$ cat src/rtl/slice_chi_iota_engine_if.sv
// Bus between the chi/iota round-step engine and its state memory / controller.
interface slice_chi_iota_engine_if #(
  parameter int unsigned PAGE_W  = 6,
  parameter int unsigned SLICE_W = 25,
  parameter int unsigned RC_W    = 64
);
  logic               start;
  logic [RC_W-1:0]    rc;
  logic               en_iota;
  logic [SLICE_W-1:0] mem_out;
  logic [PAGE_W-1:0]  page;
  logic [SLICE_W-1:0] data;
  logic               write;
  logic               busy;
  logic               done;

  modport master (
    input  start, rc, en_iota, mem_out,
    output page, data, write, busy, done
  );

  modport slave (
    output start, rc, en_iota, mem_out,
    input  page, data, write, busy, done
  );
endinterface

$ cat src/rtl/slice_chi_iota_engine.sv
// Walks all slice pages once per start, writing chi (and optionally iota) of each
// slice back to the state memory, one page per clock.
module slice_chi_iota_engine #(
  parameter int unsigned PAGES   = 64,
  parameter int unsigned SLICE_W = 25
) (
  input  logic                     clk,
  input  logic                     rst,
  slice_chi_iota_engine_if.master  bus
);
  localparam int unsigned PAGE_W = $clog2(PAGES);
  localparam logic [PAGE_W-1:0] LAST_PAGE = PAGE_W'(PAGES - 1);

  typedef enum logic [1:0] {IDLE, RUN, DONE} state_t;

  state_t             state_q, state_d;
  logic [PAGE_W-1:0]  page_q,  page_d;
  logic [PAGES-1:0]   rc_q,    rc_d;
  logic               iota_q,  iota_d;
  logic               write_q, write_d;
  logic               busy_q,  busy_d;
  logic               done_q,  done_d;
  logic [SLICE_W-1:0] data_c;

  // Slice-local transform: each 5-bit row is independent; iota touches lane (0,0) only.
  always_comb begin
    data_c = '0;
    for (int unsigned y = 0; y < 5; y++) begin
      for (int unsigned x = 0; x < 5; x++) begin
        data_c[5*y + x] = bus.mem_out[5*y + x] ^
                          (~bus.mem_out[5*y + ((x + 1) % 5)] & bus.mem_out[5*y + ((x + 2) % 5)]);
      end
    end
    if (iota_q) begin
      data_c[0] = data_c[0] ^ rc_q[page_q];
    end
  end

  always_comb begin
    state_d = state_q;
    page_d  = page_q;
    rc_d    = rc_q;
    iota_d  = iota_q;
    write_d = write_q;
    busy_d  = busy_q;
    done_d  = done_q;
    case (state_q)
      IDLE: begin
        page_d = '0;
        if (bus.start) begin
          state_d = RUN;
          rc_d    = bus.rc;
          iota_d  = bus.en_iota;
          write_d = 1'b1;
          busy_d  = 1'b1;
        end
      end
      RUN: begin
        if (page_q == LAST_PAGE) begin
          state_d = DONE;
          page_d  = '0;
          write_d = 1'b0;
          busy_d  = 1'b0;
          done_d  = 1'b1;
        end else begin
          page_d = page_q + 1'b1;
        end
      end
      DONE: begin
        state_d = IDLE;
        done_d  = 1'b0;
      end
      default: begin
        state_d = IDLE;
        page_d  = '0;
        write_d = 1'b0;
        busy_d  = 1'b0;
        done_d  = 1'b0;
      end
    endcase
  end

  always_ff @(posedge clk) begin
    if (rst) begin
      state_q <= IDLE;
      page_q  <= '0;
      rc_q    <= '0;
      iota_q  <= 1'b0;
      write_q <= 1'b0;
      busy_q  <= 1'b0;
      done_q  <= 1'b0;
    end else begin
      state_q <= state_d;
      page_q  <= page_d;
      rc_q    <= rc_d;
      iota_q  <= iota_d;
      write_q <= write_d;
      busy_q  <= busy_d;
      done_q  <= done_d;
    end
  end

  assign bus.page  = page_q;
  assign bus.data  = data_c;
  assign bus.write = write_q;
  assign bus.busy  = busy_q;
  assign bus.done  = done_q;
endmodule

$ cat src/flat_wrapper.sv
// flat-port wrapper written by rule: the top's interface ports become plain ports
module slice_chi_iota_engine_flat 
#(
  parameter int unsigned PAGES   = 64,
  parameter int unsigned SLICE_W = 25
)
  (clk, rst, bus_start, bus_rc, bus_en_iota, bus_mem_out, bus_page, bus_data, bus_write, bus_busy, bus_done);
  slice_chi_iota_engine_if #(.PAGE_W(6), .SLICE_W(SLICE_W), .RC_W(64)) bus_i ();
  input  logic clk;
  input  logic rst;
  input wire logic [$bits(bus_i.start)-1:0] bus_start;
  input wire logic [$bits(bus_i.rc)-1:0] bus_rc;
  input wire logic [$bits(bus_i.en_iota)-1:0] bus_en_iota;
  input wire logic [$bits(bus_i.mem_out)-1:0] bus_mem_out;
  output wire logic [$bits(bus_i.page)-1:0] bus_page;
  output wire logic [$bits(bus_i.data)-1:0] bus_data;
  output wire logic [$bits(bus_i.write)-1:0] bus_write;
  output wire logic [$bits(bus_i.busy)-1:0] bus_busy;
  output wire logic [$bits(bus_i.done)-1:0] bus_done;
  assign bus_i.start = bus_start;
  assign bus_i.rc = bus_rc;
  assign bus_i.en_iota = bus_en_iota;
  assign bus_i.mem_out = bus_mem_out;
  assign bus_page = bus_i.page;
  assign bus_data = bus_i.data;
  assign bus_write = bus_i.write;
  assign bus_busy = bus_i.busy;
  assign bus_done = bus_i.done;
  slice_chi_iota_engine #(.PAGES(PAGES), .SLICE_W(SLICE_W)) u_core (.clk(clk), .rst(rst), .bus(bus_i));
endmodule
$ cat config.mk
export PLATFORM = sky130hd
export DESIGN_NAME = slice_chi_iota_engine_flat
export DESIGN_NICKNAME = d
export VERILOG_FILES = /design/src/rtl/slice_chi_iota_engine_if.sv /design/src/rtl/slice_chi_iota_engine.sv /design/src/flat_wrapper.sv
export SDC_FILE = /design/constraint.sdc
export NUM_CORES = 1
export LEC_CHECK = 0
export CORE_MARGIN = 10
export CORE_UTILIZATION = 40
export DETAILED_ROUTE_END_ITERATION = 7
export GPL_TIMING_DRIVEN = 0
export PLACE_DENSITY = 0.72
export SYNTH_ARGS = -nofsm -noshare
export SYNTH_HDL_FRONTEND = slang
export SYNTH_SLANG_ARGS = --single-unit
$ cat constraint.sdc
create_clock -name clk -period 3.5 [get_ports clk]
set_clock_uncertainty 0.1 [all_clocks]
set_input_delay 1.05 -clock clk [delete_from_list [all_inputs] [get_ports clk]]
set_output_delay 1.05 -clock clk [all_outputs]
set_load 0.02 [all_outputs]
# --- Word level (Yosys, flattened, before mapping) ---
# Cells that the tools add are included.
totals:
  in_bits: 93
  word_cells: 109
  ff_bits: 75
  out_inout_bits: 34
classes:
  n_addsub: 1
  bitwise: 78
  n_reduce_logical: 5
  mux: 13
  order_cmp: 1
  n_eq_ne: 5
op_table:
  columns: ["op", "n"]
  rows:
  - ["$not A1 Y1", 27]
  - ["$xor A1 B1 Y1", 26]
  - ["$and A1 B1 Y1", 25]
  - ["$pmux W6 S2", 1]
  - ["$lt A6 B7 Y1 const B", 1]
  - ["$add A6 B1 Y6 const B", 1]
  - ["$bmux W1 S6", 1]
  - ["$eq A6 B6 Y1 const B", 1]
  - ["$mux W6", 1]
  - ["$reduce_and A2 Y1", 3]
  - ["$mux W1", 5]
  - ["$mux W2", 2]
  - ["$pmux W2 S2", 1]
  - ["$pmux W1 S3", 1]
  - ["$reduce_and A3 Y1", 1]
  - ["$eq A2 B1 Y1 const B", 1]
  - ["$eq A2 B2 Y1 const B", 1]
  - ["$logic_not A2 Y1", 1]
  - ["$ne A2 B1 Y1 const B", 1]
  - ["$ne A2 B2 Y1 const B", 1]
  - ["$pmux W1 S2", 1]

# --- Logic depth before layout (Yosys ltp) ---
depth:
  ltp_word: 5
  mapped_depth: 8
  depth_no_buf: 7

# --- Worst setup path before layout ---
# Ideal clock, no wire load.
synth_path:
  path_kind: "flip-flop to output port"
  startpoint: "reg u_core.page_q[1], in the netlist u_core.bus.page[1]"
  endpoint: "out bus_data[0]"
  stages_incl_launch_ff: 9
  path_slack_ns: 0.127
  n_path_buf: 2
  t_arrival_ns: 2.223
  cell_sequence: "dfxtp_1 -> buf_4 -> buf_2 -> mux4_2 -> nor3b_2 -> a21oi_1 -> a211oi_1 -> o22ai_1 -> xnor2_1"
synth_via:
  elab_chain_len: 4
synth_lines:
  columns: ["element", "line_no", "source"]
  rows:
  - ["from (decl)", "slice_chi_iota_engine.sv:17", "logic [PAGE_W-1:0] page_q, page_d;"]
  - ["from (signal assigned)", "slice_chi_iota_engine.sv:94", "page_q <= page_d;"]
  - ["$bmux W1 S6", "slice_chi_iota_engine.sv:35", "data_c[0] = data_c[0] ^ rc_q[page_q];"]
  - ["$mux W1 (implied by the code)", "slice_chi_iota_engine.sv:35", null]
  - ["$xor A1 B1 Y1", "slice_chi_iota_engine.sv:35", null]
  - ["$mux W1", "slice_chi_iota_engine.sv:34", "if (iota_q) begin"]
  - ["to (decl)", "flat_wrapper.sv:16", "output wire logic [$bits(bus_i.data)-1:0] bus_data;"]
# No other way between the ends. The select of a mux whose other input is x is not followed.

# --- Final worst setup path ---
layout_path:
  startpoint: "reg u_core.page_q[0], in the netlist u_core.bus.page[0]"
  endpoint: "out bus_data[0]"
# The elaborated chain is that of the path after synthesis.

==> reports/qor.yml <==
wl_met2_mm: 4.910
core_area_sq_mm: 0.008806
final_nets: 680
cts.path.max_buffers: 2
min_period_ns: 3.628
combinationalPowerShare: 0.219
rsz0062_at_grt: "true"
design_area_sq_mm: 0.005301
path_clk_slew_ns: 0.08
fillCellCount: 797
synth-xor-area-share: 0.06959
power_density_mw_per_mm2: 369.7
hold_viol_final: 0
place_area_sq_mm: 0.005046
crit_required_ns: 2.35
crit_arrival_ns: 2.48
path_class: "reg2out"
critPathTopFamily: "simple AND/OR/NAND/NOR gates"
io_buffers: 126
via_per_inst: 5.063
maxUsedRoutingLayer: "met4"
crit_path_end_kind: "output port"
yosysMostFrequentCell: "nand2_1"
synth-simple-area-share: 0.2355
grt_max_degree: 14
fin_crit_sh: 1.037
cts_buffers: 9
grt_usage: 0.1580
die_x_um: 115.5
irDropWorstVdd_uv: 204.4
synth-seq-cells: 75
seq_power_share: 0.472
clkPwrFrac: 0.309
yosysTopAreaCell: "dfxtp_1"
async_flop_share: 0
grt_pass1_vias: 3570
clock_sinks: 75
max_freq_ghz: 0.2756
crit_buf_inv: 3
power.switching_mw: 0.5591
max_slew_margin: 0.6204
cp_slowest_cell: "mux4_2"
crit_chain: "buf_12, buf_12, mux4_2, or4b_1, nand3b_1, o22ai_2, xnor2_1, buf_4"
synth_top_family_by_area: "simple AND/OR/NAND/NOR gates"
ys_top_cells_by_count: "136 x nand2_1, 75 x dfxtp_1, 71 x a21oi_1, 26 x xnor2_1, 24 x nand2b_1"
synth_cell_types: 43
yosys.area_share.adder: 0.003428
ys_top_cells_by_area: "dfxtp_1 41%, nand2_1 14%, a21oi_1 9.7%, xnor2_1 6.2%, mux4_2 6.2%"
netlist_instances: 444
crit_path_max_incr_delay_ns: 0.50
die_area_sq_mm: 0.01334
netlist_area_sq_mm: 0.003650
wl_met1_mm: 4.785
tightest_slew_ns: 0.5693
cts_hold_buf: 0
status: "complete, but fails checks"
cts_root_buf: "clkbuf_8"
drt-wirelength-per-cell_um: 15.29
drcViolationCount: 0
drt_iter0_drc: 226
synthesis.nets: 538
synth_edf_count: 0
drive_gt1_frac: 0.08460
ys_seq_area_frac: 0.4114
finalSetupViolCount: 1
initial_core_util: 0.4145
firstDrtPassIters: 4
path_common_cell: "buf_12"
synthMuxAreaShare: 0.1015
synthDominantCellAreaShare: 0.4114
grt_antenna_before_repair: 0
ys.flop_type: "dfxtp_1"
wl_mm: 10.69
die_h_um: 115.5
power_mw: 1.960
whs_ns: 0.3543
hold_class: "reg2reg"
synth-compound-area-share: 0.1323
yosys_warnings: 0
violations: "setup timing"
sw_frac_of_total: 0.2853
maxCapViolCount: 0
postRouteAntennaNets: 0
grt-ovfl-total: 0
grt_pass1_wl_mm: 17.19
cp_max_fo: 5
htree_num_levels: 3
rows: 34
place_congestion: 0.8779
p_int_mw: 1.401
leakage_nw: 1.981
num_vias: 3539
post-dp-hpwl_mm: 8.397
areaGrowthSynthToFinish_pct: 45.25
start_kind: "register"
io_pins: 127
antenna_cells: 0
cts_tree: "built"
avgSynthCellArea_sq_um: 8.220
fin_util: 0.6020
finalWorstSetupSlack_ns: -0.1280
dr_wl_met3_um: 734
maxSlewViolCount: 0
worstSkewPairLatency_ns: 0.35
per-layer routing:
metal  up-vias  GRT usage
met2       127     0.2536
met1      1624     0.1937
met3        21    0.04341
li1       1767          -
met5         -          0
met4         0    0.07179
final timing paths:
path                              startpoint                      endpoint  slack, ns  cells after the start
min              u_core.rc_q[9]$_SDFFE_PP0P_   u_core.rc_q[9]$_SDFFE_PP0P_       0.35                      2
max          u_core.bus.page[0]$_SDFFE_PP0N_                   bus_data[0]      -0.13                      8
min reg2reg      u_core.rc_q[9]$_SDFFE_PP0P_   u_core.rc_q[9]$_SDFFE_PP0P_       0.35                      2
max reg2reg   u_core.state_q[1]$_SDFFE_PP0P_  u_core.rc_q[22]$_SDFFE_PP0P_       1.44                      6
cell usage in the layout, fill, tap and decap left out, types with 4 or more instances in the layout:
cell type and instances:
nand2_1 136, dlygate4sd2_1 24, mux2i_1 7, buf_1 5, dfxtp_1 73, nand2b_1 24
clkbuf_8 10, xnor2_1 26, a22oi_1 4, nor2_1 12, clkbuf_1 20, a21oi_1 71
mux4_2 10, nand3_1 5, buf_4 7, clkdlybuf4s50_1 101
metrics by stage:
step	setup WS, ns	cells	TNS [ns]
after floorplan	0.1273	444	0
after global placement	-0.6486	678	-2.518
after detailed placement	-0.6281	678	-3.159
after CTS	-0.1372	694	-0.1372
after global routing	-0.2719	699	-0.2719
final	-0.1280	699	-0.1280
power by group through the flow:
stage,combinational [mW],sequential [mW],clock (mW)
finish,0.429,0.926,0.605
global route,0.469,0.932,0.651
CTS,0.423,0.926,0.614
detailed placement,0.441,0.946,0
global placement,0.431,0.943,0
floorplan,0.217,0.940,0
area by class of cell:
type / instances / area [sq um] / share of cell area
Buffer: 34 / 192.7 / 0.03635
Clock buffer: 10 / 137.6 / 0.02596
Clock inverter: 6 / 40.04 / 0.007553
Inverter: 1 / 3.754 / 0.0007080
Multi-Input combinational cell: 334 / 2004 / 0.3781
Sequential cell: 75 / 1509 / 0.2846
Tap cell: 108 / 135.1 / 0.02549
Timing Repair Buffer: 131 / 1279 / 0.2412
registers in the layout, indices dropped and copies added (netlist names):
register          count
u_core.bus.done       1
u_core.bus.page       6
u_core.bus.write      1
u_core.iota_q         1
u_core.rc_q          64
u_core.state_q        2
timing repair:
action | in CTS | in global routing
cloned | 0 | 0
pin swaps | 4 | 5
buffers inserted | 0 | 5
setup endpoints to repair | 25 | 1
gates resized for setup | 39 | 6
worst reg2reg max path, stage by stage, from the launching register on:
cell and delay [ns]:
dfxtp_1 0.31, clkbuf_1 0.28, or2_2 0.18, clkbuf_1 0.42, clkbuf_1 0.42, nand2_1 0.11
a21oi_1 0.16
logic make-up after synthesis:
family                     Yosys count
xor gates and xnor gates            29
AOI/OAI and AO/OA                   88
adders and majority gates            1
muxes                               21
and+or+nand+nor                    195
buffers and inverters               35
DFF                                 75
Note: power is estimated with default switching activity, not from simulation.
